**src/rtl/wash_phase_timer.sv**
```systemverilog
// wash_phase_timer
// Times each washing-machine phase commanded by the controller and returns
// a one-cycle *_done pulse when the phase duration has elapsed.
// Optional build macro: WASH_PHASE_TIMER_FAST_SIM_EN bypasses the prescaler
// so every unpaused RUN cycle counts as one time unit.
module wash_phase_timer #(
    parameter int TICK_DIV = 16,
    parameter int CNT_W    = 8
) (
    input  logic             clk,
    input  logic             reset_n,
    input  logic             fill_water,
    input  logic             wash,
    input  logic             rinse,
    input  logic             spin,
    input  logic             drain,
    input  logic             dry,
    input  logic             pause,
    input  logic [1:0]       temp_select,
    input  logic [1:0]       cloth_type,
    input  logic [1:0]       cycle_duration,
    output logic             fill_done,
    output logic             wash_done,
    output logic             rinse_done,
    output logic             spin_done,
    output logic             drain_done,
    output logic             dry_done,
    output logic             busy,
    output logic             phase_err,
    output logic [CNT_W-1:0] remaining
);

    typedef enum logic [1:0] {
        S_IDLE = 2'd0,
        S_RUN  = 2'd1,
        S_HOLD = 2'd2
    } state_t;

    // Phase identities double as bit positions in the command/done vectors.
    localparam logic [2:0] PH_FILL  = 3'd0;
    localparam logic [2:0] PH_WASH  = 3'd1;
    localparam logic [2:0] PH_RINSE = 3'd2;
    localparam logic [2:0] PH_SPIN  = 3'd3;
    localparam logic [2:0] PH_DRAIN = 3'd4;
    localparam logic [2:0] PH_DRY   = 3'd5;

    localparam int              PRE_W    = (TICK_DIV > 1) ? $clog2(TICK_DIV) : 1;
    localparam logic [PRE_W-1:0] PRE_LAST = PRE_W'(TICK_DIV - 1);
    localparam logic [PRE_W-1:0] PRE_ONE  = PRE_W'(1);
    localparam logic [CNT_W-1:0] CNT_ONE  = CNT_W'(1);
    localparam int unsigned     CNT_MAX  = (CNT_W >= 32) ? 32'hFFFF_FFFF
                                                         : ((32'd1 << CNT_W) - 32'd1);

    state_t           state_q;
    logic [2:0]       phase_q;
    logic [PRE_W-1:0] presc_q;
    logic [CNT_W-1:0] remaining_q;
    logic [5:0]       done_q;

    logic [5:0]       cmd;
    logic             cmd_multi;
    logic             cmd_single;
    logic [2:0]       cmd_idx_d;
    logic [CNT_W-1:0] load_units_d;
    logic             latched_ok;
    logic             load_en;
    logic             tick;

    // Duration in time units for a phase, from the selections at load time.
    // Spin/dry halving happens after scaling; the fill heating bonus is unscaled.
    function automatic logic [CNT_W-1:0] phase_units(
        input logic [2:0] ph,
        input logic [1:0] temp,
        input logic [1:0] cloth,
        input logic [1:0] dur
    );
        int unsigned base;
        int unsigned mult;
        int unsigned units;
        case (ph)
            PH_FILL:  base = 4;
            PH_WASH:  base = 10;
            PH_RINSE: base = 6;
            PH_SPIN:  base = 4;
            PH_DRAIN: base = 3;
            PH_DRY:   base = 8;
            default:  base = 0;
        endcase
        case (dur)
            2'b01:   mult = 3;
            2'b10:   mult = 4;
            default: mult = 2;
        endcase
        units = base * mult;
        if (ph == PH_FILL && temp == 2'b10) begin
            units = units + 2;
        end
        if ((ph == PH_SPIN || ph == PH_DRY) && cloth != 2'b00) begin
            units = units >> 1;
        end
        if (units > CNT_MAX) begin
            units = CNT_MAX;
        end
        return CNT_W'(units);
    endfunction

    assign cmd        = {dry, drain, spin, rinse, wash, fill_water};
    // Clearing the lowest set bit leaves something only if two or more were set.
    assign cmd_multi  = |(cmd & (cmd - 6'd1));
    assign cmd_single = (cmd != 6'd0) && !cmd_multi;

    // Encode the (single) active command into its phase identity.
    always_comb begin
        cmd_idx_d = 3'd0;
        for (int i = 0; i < 6; i++) begin
            if (cmd[i]) begin
                cmd_idx_d = 3'(i);
            end
        end
    end

    assign load_units_d = phase_units(cmd_idx_d, temp_select, cloth_type, cycle_duration);

    // The latched phase counts as "still commanded" only if it is the sole
    // command; a second command high is treated as the latched one dropping.
    assign latched_ok = cmd_single && (cmd_idx_d == phase_q);
    assign load_en    = cmd_single && ((state_q == S_IDLE) || !latched_ok);

`ifdef WASH_PHASE_TIMER_FAST_SIM_EN
    assign tick = 1'b1;
`else
    assign tick = (presc_q == PRE_LAST);
`endif

    // Phase FSM: load, prescaled countdown, done pulse, abort and restart.
    always_ff @(posedge clk or negedge reset_n) begin
        if (!reset_n) begin
            state_q     <= S_IDLE;
            phase_q     <= 3'd0;
            presc_q     <= '0;
            remaining_q <= '0;
            done_q      <= '0;
        end else begin
            done_q <= '0;
            if (load_en) begin
                state_q     <= S_RUN;
                phase_q     <= cmd_idx_d;
                presc_q     <= '0;
                remaining_q <= load_units_d;
            end else begin
                case (state_q)
                    S_RUN: begin
                        if (!latched_ok) begin
                            // Abort: remaining is left frozen for observation.
                            state_q <= S_IDLE;
                        end else if (!pause) begin
                            if (tick) begin
                                presc_q <= '0;
                                if (remaining_q <= CNT_ONE) begin
                                    remaining_q      <= '0;
                                    done_q[phase_q]  <= 1'b1;
                                    state_q          <= S_HOLD;
                                end else begin
                                    remaining_q <= remaining_q - CNT_ONE;
                                end
                            end else begin
                                presc_q <= presc_q + PRE_ONE;
                            end
                        end
                    end
                    S_HOLD: begin
                        if (!latched_ok) begin
                            state_q <= S_IDLE;
                        end
                    end
                    default: begin
                        state_q <= S_IDLE;
                    end
                endcase
            end
        end
    end

    assign fill_done  = done_q[PH_FILL];
    assign wash_done  = done_q[PH_WASH];
    assign rinse_done = done_q[PH_RINSE];
    assign spin_done  = done_q[PH_SPIN];
    assign drain_done = done_q[PH_DRAIN];
    assign dry_done   = done_q[PH_DRY];
    assign busy       = (state_q == S_RUN);
    assign phase_err  = cmd_multi;
    assign remaining  = remaining_q;

endmodule

```
**config.mk**
```make
export PLATFORM = sky130hd
export DESIGN_NAME = wash_phase_timer
export DESIGN_NICKNAME = d
export VERILOG_FILES = /design/src/rtl/wash_phase_timer.sv
export SDC_FILE = /design/constraint.sdc
export NUM_CORES = 1
export LEC_CHECK = 0
export BUFFER_PORTS_ARGS = -buffer_cell sky130_fd_sc_hd__clkbuf_2
export CELL_PAD_IN_SITES_DETAIL_PLACEMENT = 0
export CELL_PAD_IN_SITES_GLOBAL_PLACEMENT = 1
export CORE_MARGIN = 4
export CORE_UTILIZATION = 39
export DETAILED_ROUTE_END_ITERATION = 12
export GPL_TIMING_DRIVEN = 1
export PLACE_DENSITY = 0.8
export SLEW_MARGIN = 20
export SYNTH_ARGS = -nofsm -noshare
export SYNTH_HDL_FRONTEND = slang
export SYNTH_SLANG_ARGS = --single-unit
```
**constraint.sdc**
```tcl
create_clock -name clk -period 2.7 [get_ports clk]
set_input_delay 0.675 -clock clk [delete_from_list [all_inputs] [get_ports clk]]
set_output_delay 0.675 -clock clk [all_outputs]
set_load 0.005 [all_outputs]
```
==> key figures <==
Synth
  • Register area share after synthesis: 0.279
  • Mean area per synthesized cell: 8.70 sq um
  • Cell variety after synth: 63
  • EDFF count, synth: 0
  • Cell Area, Synth: 2060 sq um
  • Synth top area cells: dfrtp_1 28%, ha_1 6.1%, nor2_1 5.6%, a21oi_1 3.4%, xor2_1 3.0%
  • Ys flop type: dfrtp_1
  • Seq cells post-synth: 23
  • Post-synth top area share: 0.279
  • Synth async-reset ratio: 1.00
  • Net Count, Synth: roughly 270
  • Area leader, netlist: dfrtp_1
  • Cells after synthesis: ~240
  • Yosys warns: 0

Pwr
  • P_leak: between 1 and 1.5 nW
  • Max VDD drop: 0.288 mV
  • P per Cell Area: 468 nW/um^2

Timing
  • Fmax: 310 MHz
  • Unrepaired setup endpoints after global routing: true
  • Setup TNS: -2.56 ns
  • Slew of the pin with the lowest slew margin: 0.600 ns
  • Setup violators final: 6
  • Post-layout minimum cycle time: about 3.2 ns
  • Skew final: 0.00573 ns
  • Tcrit/Tclk final: 1.19
  • Max-slew violations: 0
  • Final Hold Fails: 0
  • Slew margin rel.: 0.600
  • Final worst slack: -0.522 ns

Route
  • Starting DRT DRC Count: about 110
  • Final Routed Wirelength: 4930 um
  • Wire per inst: 13.2 um
  • Vias per std cell: 5.17
  • Drt drc: 0
  • Vias: 1,932
  • DRT antenna net count: 0
  • Router iterations before antenna repair: 4

GRT
  • Gr ovfl total: 0
  • Vias in the first global route: 1,843
  • Initial antenna violation count: 0
  • Largest net degree at the start of global routing: 24
  • First-pass GRT wire length: 8250 um
  • GRT Total Usage: 0.160

Floorplanning
  • Site row count: 26
  • IO Pins: 31
  • Die W: ~81 um
  • Starting Density: 0.404
  • Core area: 5110 sq um
  • Vert. Die Dim: 80.7 um
  • Total die area: approximately 6500 sq um

Clocking
  • CTS max path bufs: 2
  • Htree depth: 1
  • Sink Count: 23
  • CTS tree: built
  • CTS Root Cell: clkbuf_8
  • Clock Latency Late Sink: 0.27 ns
  • Register clock-pin slew on the reported worst setup and hold paths: 0.09 ns
  • Clock buffer count from CTS: 3

Layout
  • Layout cells sized above 1: 0.405
  • N_diodes: 0
  • Area delta synth->final: 37.6%
  • Most frequent cells in the layout: 40 x buf_4, 25 x nor2_1, 25 x clkbuf_2
  • Commonest non-fill, non-tap cell in the layout: buf_4
  • Nets: 333

Setup path
  • Critical path data required time: 2.86 ns
  • Worst Path Arrival: 3.38 ns
  • Crit Path Class: primary input to register
  • Crit path max fanout: 5
  • CP Capture Type: register
  • Worst setup SP type: primary input

Place
  • Final Wtd Congestion: ~0.9
  • Pre-CTS setup slack: -0.987 ns
  • # port buffers: 30
  • Post-DP HPWL: roughly 3900 um

Flow run
  • Max cap viols: 0

Run status
  • Failing checks: setup timing
  • Status: finished, violations left

Min path
  • Hold crit path type: primary input to asynchronous set/reset pin
synthesized netlist by cell type (all sizes together) (4+ instances only):
| cell | number |
|---|---|
| nor2 | 33 |
| dfrtp | 23 |
| nand2 | 16 |
| a21oi | 14 |
| ha | 10 |
| inv | 10 |
| o21ai | 8 |
| xor2 | 8 |
| and3 | 7 |
| buf | 7 |
| nor2b | 7 |
| nand3 | 6 |
| nor3 | 6 |
| clkbuf | 5 |
| nand2b | 5 |
| nor4 | 5 |
| o22ai | 5 |
| o31ai | 5 |
| mux2i | 4 |
| nand4 | 4 |
| nor4b | 4 |
report_power, final:
part,internal (W),total (W),switching [W]
Sequential,0.000408,0.000504,0.0000968
Combinational,0.000287,0.000595,0.000308
Clock,0.000105,0.000229,0.000124
kinds of logic (layout without fill, tap and decap cells):
family / after synthesis / in the layout / synth area share
simple gates: 110 / 110 / 0.305
compound gates: 52 / 52 / 0.184
flops: 23 / 23 / 0.279
buf+inv: 22 / 89 / 0.0607
fa+ha+maj: 14 / 14 / 0.0947
xor+xnor: 10 / 10 / 0.0461
mux: 6 / 6 / 0.0303
sequential cells by signal, summed over array words and instances, names as in the netlist:
signal	count
done_q	6
phase_q	3
presc_q	4
remaining	8
state_q	2
cell type report:
type	instances	area (sq um)
Fill cell	487	2270
Sequential cell	23	576
Clock buffer	3	41.3
Tap cell	70	87.6
Inverter	10	37.5
Clock inverter	1	7.51
Multi-Input combinational cell	192	1520
Timing Repair Buffer	75	571
critical path, stage by stage:
cell and delay [ns]:
clkbuf_16 0.13, nor2_4 0.12, nor2_4 0.04, o21bai_4 0.15, nor2_2 0.07, fa_1 0.44, ha_2 0.22, fa_2 0.57
and4b_1 0.18, nand4_1 0.13, nor4_2 0.19, xor2_1 0.18, nor3_1 0.06, a211o_1 0.24
repair_timing:
item / 4_1_cts / 5_1_grt
pin swaps: 12 / 3
setup buffers: 4 / 2
hold endpoints to repair: 0 / 0
resized for setup: 20 / 7
endpoints found under the setup margin: 6 / 7
hold buffers: 0 / 0
final timing paths:
path	start	end	slack (ns)	cells past startpoint
max in group asynchronous	reset_n	remaining[6]	1.92	1
min	reset_n	presc_q[3]	0.39	1
min in group clk	presc_q[1]	presc_q[1]	0.52	2
min reg2reg	presc_q[1]	presc_q[1]	0.52	2
max reg2reg	remaining[3]	done_q[0]	0.65	5
max	rinse	remaining[6]	-0.52	14
layer usage:
metal | vias up | wire length (um) | GRT usage
li1 | 986 | - | -
met1 | 902 | 2400 | 0.214
met2 | 38 | 2260 | 0.272
met3 | 6 | 189 | 0.0135
met4 | 0 | 83 | 0.0490
met5 | - | 0 | 0
through the flow:
step                cells  power [W]  area [sq um]  utilization  hold WS (ns)
floorplan             237   0.000859          2190            -         0.379
global placement      364    0.00107          2620        0.513         0.503
detailed placement    364    0.00107          2620        0.513         0.508
CTS                   372    0.00133          2800        0.548         0.396
global route          374    0.00143          2840        0.556         0.435
finish                374    0.00133          2840        0.556         0.389
Power figures use the tool's default switching activity.
